<file path="config.mk">
export PLATFORM = sky130hd
export DESIGN_NAME = jk_reg_bank
export DESIGN_NICKNAME = d
export VERILOG_FILES = /design/src/rtl/jk_reg_bank_pkg.sv /design/src/rtl/jk_ff_cell.sv /design/src/rtl/jk_reg_bank.sv
export SDC_FILE = /design/constraint.sdc
export NUM_CORES = 1
export LEC_CHECK = 0
export CORE_MARGIN = 2
export CORE_UTILIZATION = 42
export DETAILED_ROUTE_END_ITERATION = 8
export HOLD_SLACK_MARGIN = 0.1
export PLACE_DENSITY = 0.82
export SYNTH_ARGS = -nofsm -noshare
export SYNTH_HDL_FRONTEND = slang
export SYNTH_HIERARCHICAL = 1
export SYNTH_SLANG_ARGS = --single-unit
</file>
<file path="constraint.sdc">
create_clock -name Clk -period 2.4 [get_ports Clk]
set_clock_uncertainty 0.15 [all_clocks]
set_input_delay 0.48 -clock Clk [delete_from_list [all_inputs] [get_ports Clk]]
set_output_delay 0.48 -clock Clk [all_outputs]
set_load 0.005 [all_outputs]
</file>
<file path="src/rtl/jk_reg_bank_pkg.sv">
// Shared definitions for the JK register bank: mode encodings and the
// characteristic equation of a single JK flip-flop.
package jk_reg_bank_pkg;

    typedef enum logic [1:0] {
        MODE_JK  = 2'b00,
        MODE_D   = 2'b01,
        MODE_T   = 2'b10,
        MODE_CNT = 2'b11
    } mode_e;

    localparam int WIDTH_MIN = 1;
    localparam int WIDTH_MAX = 32;

    // Q+ = J & ~Q | ~K & Q : hold, reset, set or toggle with no invalid state.
    function automatic logic jk_next(input logic j, input logic k, input logic q);
        return (j & ~q) | (~k & q);
    endfunction

endpackage

</file>
<file path="src/rtl/jk_ff_cell.sv">
// One edge-triggered JK flip-flop bit with synchronous active-low reset
// and a clock enable that holds the stored value.
module jk_ff_cell
    import jk_reg_bank_pkg::*;
(
    input  logic Clk,
    input  logic Rst_n,
    input  logic En,
    input  logic J,
    input  logic K,
    output logic Q
);

    logic q_d;
    logic q_q;

    // Next-state selection: JK characteristic equation when enabled, else hold.
    always_comb begin
        q_d = q_q;
        if (En) begin
            q_d = jk_next(J, K, q_q);
        end else begin
            q_d = q_q;
        end
    end

    // State flop with synchronous reset.
    always_ff @(posedge Clk) begin
        if (!Rst_n) begin
            q_q <= 1'b0;
        end else begin
            q_q <= q_d;
        end
    end

    assign Q = q_q;

endmodule

</file>
<file path="src/rtl/jk_reg_bank.sv">
// Bank of WIDTH JK flip-flops; the mode input maps D, T and counter behaviour
// onto per-cell J/K drives. Chg flags any bit change on the previous edge.
module jk_reg_bank
    import jk_reg_bank_pkg::*;
#(
    parameter int WIDTH = 8
) (
    input  logic             Clk,
    input  logic             Rst_n,
    input  logic             En,
    input  logic [1:0]       Mode,
    input  logic [WIDTH-1:0] J,
    input  logic [WIDTH-1:0] K,
    output logic [WIDTH-1:0] Q,
    output logic [WIDTH-1:0] Qn,
    output logic             Chg,
    output logic             Tc
);

    logic [WIDTH-1:0] q_s;
    logic [WIDTH-1:0] carry_s;
    logic [WIDTH-1:0] cell_j_s;
    logic [WIDTH-1:0] cell_k_s;
    logic [WIDTH-1:0] q_next_s;
    logic             chg_d;
    logic             chg_q;

    // Ripple carry for counting: bit i toggles only when all lower bits are 1.
    for (genvar i = 0; i < WIDTH; i++) begin : g_carry
        if (i == 0) begin : g_lsb
            assign carry_s[i] = 1'b1;
        end else begin : g_upper
            assign carry_s[i] = &q_s[i-1:0];
        end
    end

    // Mode to per-cell J/K mapping.
    always_comb begin
        cell_j_s = '0;
        cell_k_s = '0;
        case (Mode)
            MODE_JK: begin
                cell_j_s = J;
                cell_k_s = K;
            end
            MODE_D: begin
                cell_j_s = J;
                cell_k_s = ~J;
            end
            MODE_T: begin
                cell_j_s = J;
                cell_k_s = J;
            end
            MODE_CNT: begin
                cell_j_s = carry_s;
                cell_k_s = carry_s;
            end
            default: begin
                cell_j_s = '0;
                cell_k_s = '0;
            end
        endcase
    end

    for (genvar i = 0; i < WIDTH; i++) begin : g_cell
        jk_ff_cell u_cell (
            .Clk   (Clk),
            .Rst_n (Rst_n),
            .En    (En),
            .J     (cell_j_s[i]),
            .K     (cell_k_s[i]),
            .Q     (q_s[i])
        );
    end

    // Mirror of the cells' next state, used only to detect a change.
    always_comb begin
        q_next_s = q_s;
        for (int i = 0; i < WIDTH; i++) begin
            if (En) begin
                q_next_s[i] = jk_next(cell_j_s[i], cell_k_s[i], q_s[i]);
            end else begin
                q_next_s[i] = q_s[i];
            end
        end
        chg_d = (q_next_s != q_s);
    end

    // Change flag register, cleared by reset.
    always_ff @(posedge Clk) begin
        if (!Rst_n) begin
            chg_q <= 1'b0;
        end else begin
            chg_q <= chg_d;
        end
    end

    assign Q   = q_s;
    assign Qn  = ~q_s;
    assign Chg = chg_q;
    assign Tc  = En & (Mode == MODE_CNT) & (&q_s);

endmodule

</file>
; Yosys cells after proc, flatten, opt, wreduce, memory -nomap -nowiden
; Index checks and enable logic that the tools add are counted.
[word_totals]
register_bits = 9
latchBits = 0
ram_bits = 0
rom_bits = 0
output_inout_bits = 18
wordCells = 76
memories = 0
[classes]
add_sub_neg = 0
mul = 0
div_mod_pow = 0
order_cmp = 0
eq_ne = 4
shift = 0
mux = 10
bitwise_logic = 44
n_reduce_logical = 9
[op_table]
columns = op, n
row1 = case mux 8 bit (4 select lines), 1
row2 = AND 1 bit, 18
row3 = NOT 1 bit, 16
row4 = NOT 8 bit, 2
row5 = case mux 8 bit (2 select lines), 1
row6 = two-way mux 1 bit, 8
row7 = inequality test 8 bit, 1
row8 = bitwise OR 1 bit, 8
row9 = AND reduction 8 bit, 1
row10 = AND reduction 7 bit, 1
row11 = AND reduction 6 bit, 1
row12 = AND reduction 5 bit, 1
row13 = == test 2 bit (second input constant), 2
row14 = AND reduction 4 bit, 1
row15 = AND reduction 3 bit, 1
row16 = OR reduction 3 bit, 1
row17 = == test 2 x 1 -> 1 bit (second input constant), 1
row18 = logical NOT 2 bit, 1
row19 = AND reduction 2 bit, 1

; Depth between registers and ports, before layout
; Gate-level depths: netlist (run 1).
[depth]
ltp_word = 7
mapped_depth = 7
ltp_nobuf = 6

; By module
; Netlist (run 1), hierarchy kept.
[by_module_without_submodules]
columns = mod, instances, cells_each, area_per_inst_um2, seq_area_each_um2
row1 = jk_reg_bank, 1, 108, 688.2, 20.0
row2 = jk_ff_cell, 8, 4, 42.5, 20.0

; Least setup slack after synthesis (run 1)
; Ideal clock, no wire load.
[synth_path]
kind = reg-to-output
startpoint = register g_cell[3].u_cell.q_q
endpoint = output port Tc
arrival_ps = 1310
required_time_ps = 1770
path_slack_ps = 460
stages_incl_launch_ff = 5
path_buffers = 1
cell_sequence = dfxtp_1 -> clkbuf_1 -> nand4_1 -> nor4_1 -> and3_1
[synth_via]
elab_chain_len = 2
[synth_rtl]
columns = item, line
row1 = start: declaration, jk_ff_cell.sv:15  ; logic q_q;
row2 = start signal: assignment, jk_ff_cell.sv:32  ; q_q <= q_d;
row3 = AND reduction 8 bit, jk_reg_bank.sv:101  ; assign Tc = En & (Mode == MODE_CNT) & (&q_s);
row4 = AND 1 bit, jk_reg_bank.sv:101
row5 = end: declaration, jk_reg_bank.sv:17  ; output logic Tc
; Every way passes these cells.

; Worst setup path after layout (run 1)
[layout_path]
startpoint = input port Mode[1]
endpoint = output port Tc
[layout_via]
elab_chain_len = 3
[layout_rtl]
columns = item, line
row1 = start: declaration, jk_reg_bank.sv:11  ; input logic [1:0] Mode,
row2 = == test 2 bit, jk_reg_bank.sv:101
row3 = AND 1 bit (2 in a row), jk_reg_bank.sv:101
; Every way passes these cells.

==> results.sh, run 1 <==
export IMPL_min_delay_path_class="flip-flop to flip-flop"
export IMPL_antenna_found_initial=0
export IMPL_tightest_slew_ns=0.611
export IMPL_cts_buffers=3
export IMPL_overflow=0
export IMPL_min_path_cells=2
export IMPL_path_depth=5
export IMPL_grt_max_degree=32
export IMPL_gp_congestion=0.925
export IMPL_nNetsFinal=224
export IMPL_max_cap_viol_count=0
export IMPL_path_buf_inv=2
export IMPL_p_leak_uw=0.000722
export IMPL_drtPass1Iterations=5
export IMPL_ys_async_sr_fraction=0
export IMPL_area_delta_synth_final_pct=61.3
export IMPL_clockBufferDepth=2
export IMPL_track_usage=0.325
export IMPL_design_area_mm2=0.00166
export IMPL_rsz0062_at_grt="yes"
export IMPL_drt_wl_total_mm=4.13
export IMPL_synthTopCellsByArea="dfxtp_1 18%, and4b_1 8.8%, nand2_1 8.0%, a31o_1 6.8%, inv_1 4.4%"
export IMPL_ys_seq_area_frac=0.175
export IMPL_core_region_area_mm2=0.00225
export IMPL_fillers=175
export IMPL_dpl_cell_count=213
export IMPL_wl_met3_um=362
export IMPL_top_layer_used="met4"
export IMPL_grt_first_pass_wirelength_mm=6.60
export IMPL_setup_ws_ns=-0.0328
export IMPL_clock_sinks=9
export IMPL_setup_violations=1
export IMPL_syn_nets=161
export IMPL_cts_tree="done"
export IMPL_syn_area_mm2=0.00103
export IMPL_pre_cts_slack_ns=-0.371
export IMPL_critPathMaxFanout=2
export IMPL_vdd_ir_drop_max_mv=0.276
export IMPL_slew_violations=0
export IMPL_synth_top_area_share=0.175
export IMPL_clk_pin_slew_worst_paths_ns=0.07
export IMPL_dieHeight_um=53.5
export IMPL_vias=1421
export IMPL_ant_nets=0
export IMPL_wl_per_cell_um=18.0
export IMPL_clock_root_buffer="clkbuf_4"
export IMPL_period_needed_ns=2.43
export IMPL_synth_most_common_cell="nand2_1"
export IMPL_p_sw_uw=201
export IMPL_p_sw_frac=0.360
export IMPL_initial_core_util=0.456
export IMPL_status="finished with violations"
export IMPL_grt_pass1_vias=1391
export IMPL_hold_buffers=0
export IMPL_path_cells="dlygate4sd2_1 -> nand4_1 -> nor4_4 -> and3_1 -> clkdlybuf4s15_1"
export IMPL_path_delay_family="simple AND/OR/NAND/NOR gates"
export IMPL_endpoint_kind="output pin"
export IMPL_ys_seq_elements=9
export IMPL_synth_largest_area_cell="dfxtp_1"
export IMPL_cpPeakStageDelay_ns=0.42
export IMPL_drive_gt1_frac=0.203
export IMPL_p_per_area_mw_per_mm2=338
export IMPL_die_x_um=53.5
export IMPL_num_io_pins=39
export IMPL_critical_path_class="primary input to output pin"
export IMPL_synth_cell_types=47
export IMPL_relSlewSlack=0.592
export IMPL_drt_iter0_drc=102
export IMPL_synth_edf_count=0
export IMPL_port_buffers=38
export IMPL_avgSynthCellArea_um2=7.35
export IMPL_num_rows=17
export IMPL_dpl_cell_area_mm2=0.00150
export IMPL_diodes=0
export IMPL_reg2reg_depth=12
export IMPL_fmax_mhz=411
export IMPL_post_route_period_util=1.01
export IMPL_violations="negative setup slack"
export IMPL_synth_commonest_cells="22 x nand2_1, 12 x inv_1, 9 x and4b_1, 9 x dfxtp_1, 8 x a31o_1"
export IMPL_htree_levels=1
export IMPL_drc=0
export IMPL_dieArea_mm2=0.00286
export IMPL_post_route_util=0.736
export IMPL_place_hpwl_mm=2.47
export IMPL_required_ns=1.77
export IMPL_internal_power_uw=359
export IMPL_yosys_most_used_dff="dfxtp_1"
export IMPL_fin_tns_setup_ns=-0.0328
export IMPL_crit_path_start_kind="primary input"
export IMPL_finalHoldViolations=0
export IMPL_yosysWarnings=6
export IMPL_pwr_share_clk=0.246
export IMPL_wl_met1_mm=1.57
export IMPL_slowest_stage="nor4_4"
export IMPL_pwr_share_seq=0.300
export IMPL_post_layout_nonfiller_instances=230
export IMPL_synthCells=140
export IMPL_cp_data_arrival_time_ns=1.80
export IMPL_via_per_inst=6.18
export IMPL_clk_latency_ns=0.29
export IMPL_combPwrFrac=0.454
export IMPL_met2_length_mm=2.02
-- cell usage in the layout (no fill, tap or decap), types with 4 or more instances in the layout --
cell / netlist / routed
clkdlybuf4s50_1: 0 / 35
buf_4: 3 / 29
nand2_1: 22 / 22
inv_1: 12 / 12
dfxtp_1: 9 / 9
and4b_1: 9 / 9
a31o_1: 8 / 8
nor2_1: 6 / 5
nor2b_1: 5 / 5
o21ai_0: 4 / 4
a21oi_1: 4 / 4
a31oi_1: 4 / 4
-- power by group through the flow --
stage / registers [µW] / clock network, µW / logic, µW
after floorplan: 177 / 0 / 115
after global placement: 170 / 0 / 235
after detailed placement: 171 / 0 / 241
after CTS: 167 / 136 / 242
after global routing: 169 / 148 / 274
final: 168 / 138 / 254
-- worst paths after layout --
path                     to  slack (ns)                       startpoint
max                      Tc       -0.03                          Mode[1]
min          Chg$_SDFF_PN0_        0.44  g_cell[6].u_cell/Q$_SDFFE_PN0P_
max reg2reg  Chg$_SDFF_PN0_        0.06  g_cell[3].u_cell/Q$_SDFFE_PN0P_
min reg2reg  Chg$_SDFF_PN0_        0.44  g_cell[6].u_cell/Q$_SDFFE_PN0P_
-- stage by stage --
step	total power, µW	hold slack [ns]
3_3_place_gp	405	0.386
3_5_place_dp	412	0.394
5_1_grt	591	0.476
6_report	560	0.438
4_1_cts	545	0.412
2_1_floorplan	292	0.359
-- routing by layer --
layer | GRT usage | vias up
met1 | 0.389 | 653
met4 | 0.205 | 0
met3 | 0.0424 | 21
met5 | 0 | -
met2 | 0.541 | 96
li1 | - | 651
-- timing repair --
action,4_1_cts,5_1_grt
gates resized for setup,6,5
setup buffers,13,1
endpoints found under the setup margin,1,4
pin swaps,4,5
-- flip-flops by register name, summed over array words and instances (netlist names) --
register,count
g_cell.u_cell/Q,8
Chg,1
-- tightest hold or removal path: cells and delay by family, from the launching register on --
family          cells  cell delay (ns)
compound gates      1             0.10
flops               1             0.36
simple gates        1             0.09
-- kinds of logic (layout without fill, tap and decap cells) --
family / count (synthesis) / after routing / share of synthesized area
flops: 9 / 9 / 0.175
compound gates: 44 / 44 / 0.337
mux: 4 / 4 / 0.0438
xor+xnor: 1 / 1 / 0.00852
simple gates: 60 / 60 / 0.328
buf+inv: 22 / 84 / 0.107
-- area by class of cell --
type / instances / area (µm²) / area share
clock buffers: 4 / 26.3 / 0.0158
inverters: 13 / 48.8 / 0.0294
multi-input cells: 109 / 772 / 0.465
flip-flops and latches: 9 / 180 / 0.109
well taps: 28 / 35.0 / 0.0211
repair buffers: 67 / 597 / 0.360
(Power assumes the default switching activity.)
==> run 2: changes to the inputs <==
--- a/config.mk
+++ b/config.mk
@@ -5,11 +5,13 @@
 export SDC_FILE = /design/constraint.sdc
 export NUM_CORES = 1
 export LEC_CHECK = 0
+export CORE_ASPECT_RATIO = 0.9
 export CORE_MARGIN = 2
 export CORE_UTILIZATION = 42
 export DETAILED_ROUTE_END_ITERATION = 8
 export HOLD_SLACK_MARGIN = 0.1
 export PLACE_DENSITY = 0.82
+export SKIP_LAST_GASP = 1
 export SYNTH_ARGS = -nofsm -noshare
 export SYNTH_HDL_FRONTEND = slang
 export SYNTH_HIERARCHICAL = 1
==> results.sh, run 2 (synthesis gave the netlist of run 1 again) <==
export IMPL_clock_sinks=9
export IMPL_finalHoldViolations=0
export IMPL_startpoint="Mode[0]"
export IMPL_dieArea_mm2=0.00286
export IMPL_critPathMaxFanout=2
export IMPL_vias=1290
export IMPL_num_io_pins=39
export IMPL_grt_max_degree=32
export IMPL_place_hpwl_mm=2.43
export IMPL_final_common_cell="clkdlybuf4s50_1"
export IMPL_nNetsFinal=212
export IMPL_drtPass1Iterations=4
export IMPL_die_x_um=56.2
export IMPL_max_cap_viol_count=0
export IMPL_core_region_area_mm2=0.00224
export IMPL_grt_busiest_layer="met2"
export IMPL_cts_resized=6
export IMPL_design_area_mm2=0.00154
export IMPL_crit_path_end="Tc"
export IMPL_drt_iter0_drc=54
export IMPL_fmax_mhz=438
export IMPL_antenna_found_initial=0
export IMPL_wl_per_cell_um=15.2
export IMPL_via_per_inst=5.94
export IMPL_port_buffers=38
export IMPL_endpoint_kind="output pin"
export IMPL_htree_levels=1
export IMPL_relSlewSlack=0.622
export IMPL_clk_latency_ns=0.28
export IMPL_status="finished, final reports clean"
export IMPL_drt_wl_total_mm=3.29
export IMPL_p_leak_uw=0.000648
export IMPL_clk_pin_slew_worst_paths_ns=0.07
export IMPL_cts_buffers=3
export IMPL_fin_tns_setup_ns=0
export IMPL_rr_startpoint="g_cell[0].u_cell/Q$_SDFFE_PN0P_"
export IMPL_crit_path_start_kind="primary input"
export IMPL_clockBufferDepth=2
export IMPL_reg2reg_depth=6
export IMPL_p_per_area_mw_per_mm2=352
export IMPL_overflow=0
export IMPL_cts_setup_buffers=0
export IMPL_use_met2=0.433
export IMPL_drive_gt1_frac=0.147
export IMPL_cts_tree="done"
export IMPL_use_met1=0.293
export IMPL_ant_nets=0
export IMPL_gp_congestion=0.980
export IMPL_period_needed_ns=2.28
export IMPL_required_ns=1.77
export IMPL_met3_usage=0.0684
export IMPL_grt_first_pass_wirelength_mm=5.64
export IMPL_drc=0
export IMPL_initial_core_util=0.459
export IMPL_dieHeight_um=50.9
export IMPL_rsz0062_at_grt="no"
export IMPL_fillers=193
export IMPL_dpl_cell_area_mm2=0.00151
export IMPL_diodes=0
export IMPL_largest_reg_flops=8
export IMPL_ff2ff_setup_slack_ns=0.64
export IMPL_setup_violations=0
export IMPL_critical_path_class="primary input to output pin"
export IMPL_min_delay_path_class="flip-flop to flip-flop"
export IMPL_post_route_util=0.687
export IMPL_cp_data_arrival_time_ns=1.65
export IMPL_final_cell_mix="35 x clkdlybuf4s50_1, 22 x nand2_1, 17 x buf_4"
export IMPL_vdd_ir_drop_max_mv=0.232
export IMPL_worstReg2RegEnd="Chg$_SDFF_PN0_"
export IMPL_post_route_period_util=0.951
export IMPL_hold_buffers=0
export IMPL_grt_pass1_vias=1265
export IMPL_track_usage=0.245
export IMPL_slew_violations=0
export IMPL_tightest_slew_ns=0.564
export IMPL_clock_root_buffer="clkbuf_4"
export IMPL_area_delta_synth_final_pct=49.8
export IMPL_num_rows=16
-- run 2: cell types whose count changed in the layout (fill, tap and decap cells not counted), sizes merged --
cell and change:
clkdlybuf4s15 -1, dlygate4sd2 +1, buf -12
-- run 2: through the flow --
stage | total power, µW | setup slack [ns] | hold WS (ns) | instances
final | 542 | 0.118 | 0.441 | 217
after global routing | 576 | 0.0349 | 0.451 | 217
after floorplan | 292 | 0.460 | 0.359 | 140
after global placement | 405 | -0.361 | 0.385 | 213
after CTS | 543 | 0.131 | 0.431 | 217
after detailed placement | 414 | -0.436 | 0.416 | 213
-- run 2: per-layer routing --
metal,wire [µm],vias to the layer above,part of all wire
met4,42,0,0.013
met3,262,8,0.080
met5,0,-,0
li1,-,623,-
met2,1630,66,0.49
met1,1360,593,0.41
-- run 2: cell type report --
class | count | area [µm²] | share of cell area
clock buffers | 4 | 26.3 | 0.0171
flip-flops and latches | 9 | 180 | 0.117
well taps | 27 | 33.8 | 0.0219
inverters | 13 | 48.8 | 0.0317
multi-input cells | 109 | 744 | 0.483
repair buffers | 55 | 507 | 0.329
-- run 2: worst max-delay path, cell delays in order --
cell and delay (ns):
dlygate4sd2_1 0.24, nand4_1 0.17, nor4_2 0.34, and3_1 0.22, clkdlybuf4s15_2 0.20
-- run 2: worst min-delay path by stage --
| stage | startpoint | to | slack, ns | cells past startpoint |
|---|---|---|---|---|
| final | g_cell[6].u_cell/Q$_SDFFE_PN0P_ | Chg$_SDFF_PN0_ | 0.44 | 2 |
| after global routing | g_cell[7].u_cell/Q$_SDFFE_PN0P_ | g_cell[7].u_cell/Q$_SDFFE_PN0P_ | 0.45 | 1 |
| after CTS | g_cell[7].u_cell/Q$_SDFFE_PN0P_ | g_cell[7].u_cell/Q$_SDFFE_PN0P_ | 0.43 | 1 |
| after detailed placement | g_cell[7].u_cell/Q$_SDFFE_PN0P_ | g_cell[7].u_cell/Q$_SDFFE_PN0P_ | 0.42 | 1 |
| after global placement | g_cell[7].u_cell/Q$_SDFFE_PN0P_ | g_cell[7].u_cell/Q$_SDFFE_PN0P_ | 0.39 | 1 |
| after floorplan | g_cell[3].u_cell/Q$_SDFFE_PN0P_ | g_cell[3].u_cell/Q$_SDFFE_PN0P_ | 0.36 | 1 |
-- run 2: power breakdown --
group / internal (µW) / switching, µW / leakage, µW / total [µW]
Sequential: 160 / 7.60 / 0.0000741 / 168
Clock: 64.6 / 65.5 / 0.0000150 / 130
Combinational: 133 / 112 / 0.000558 / 244
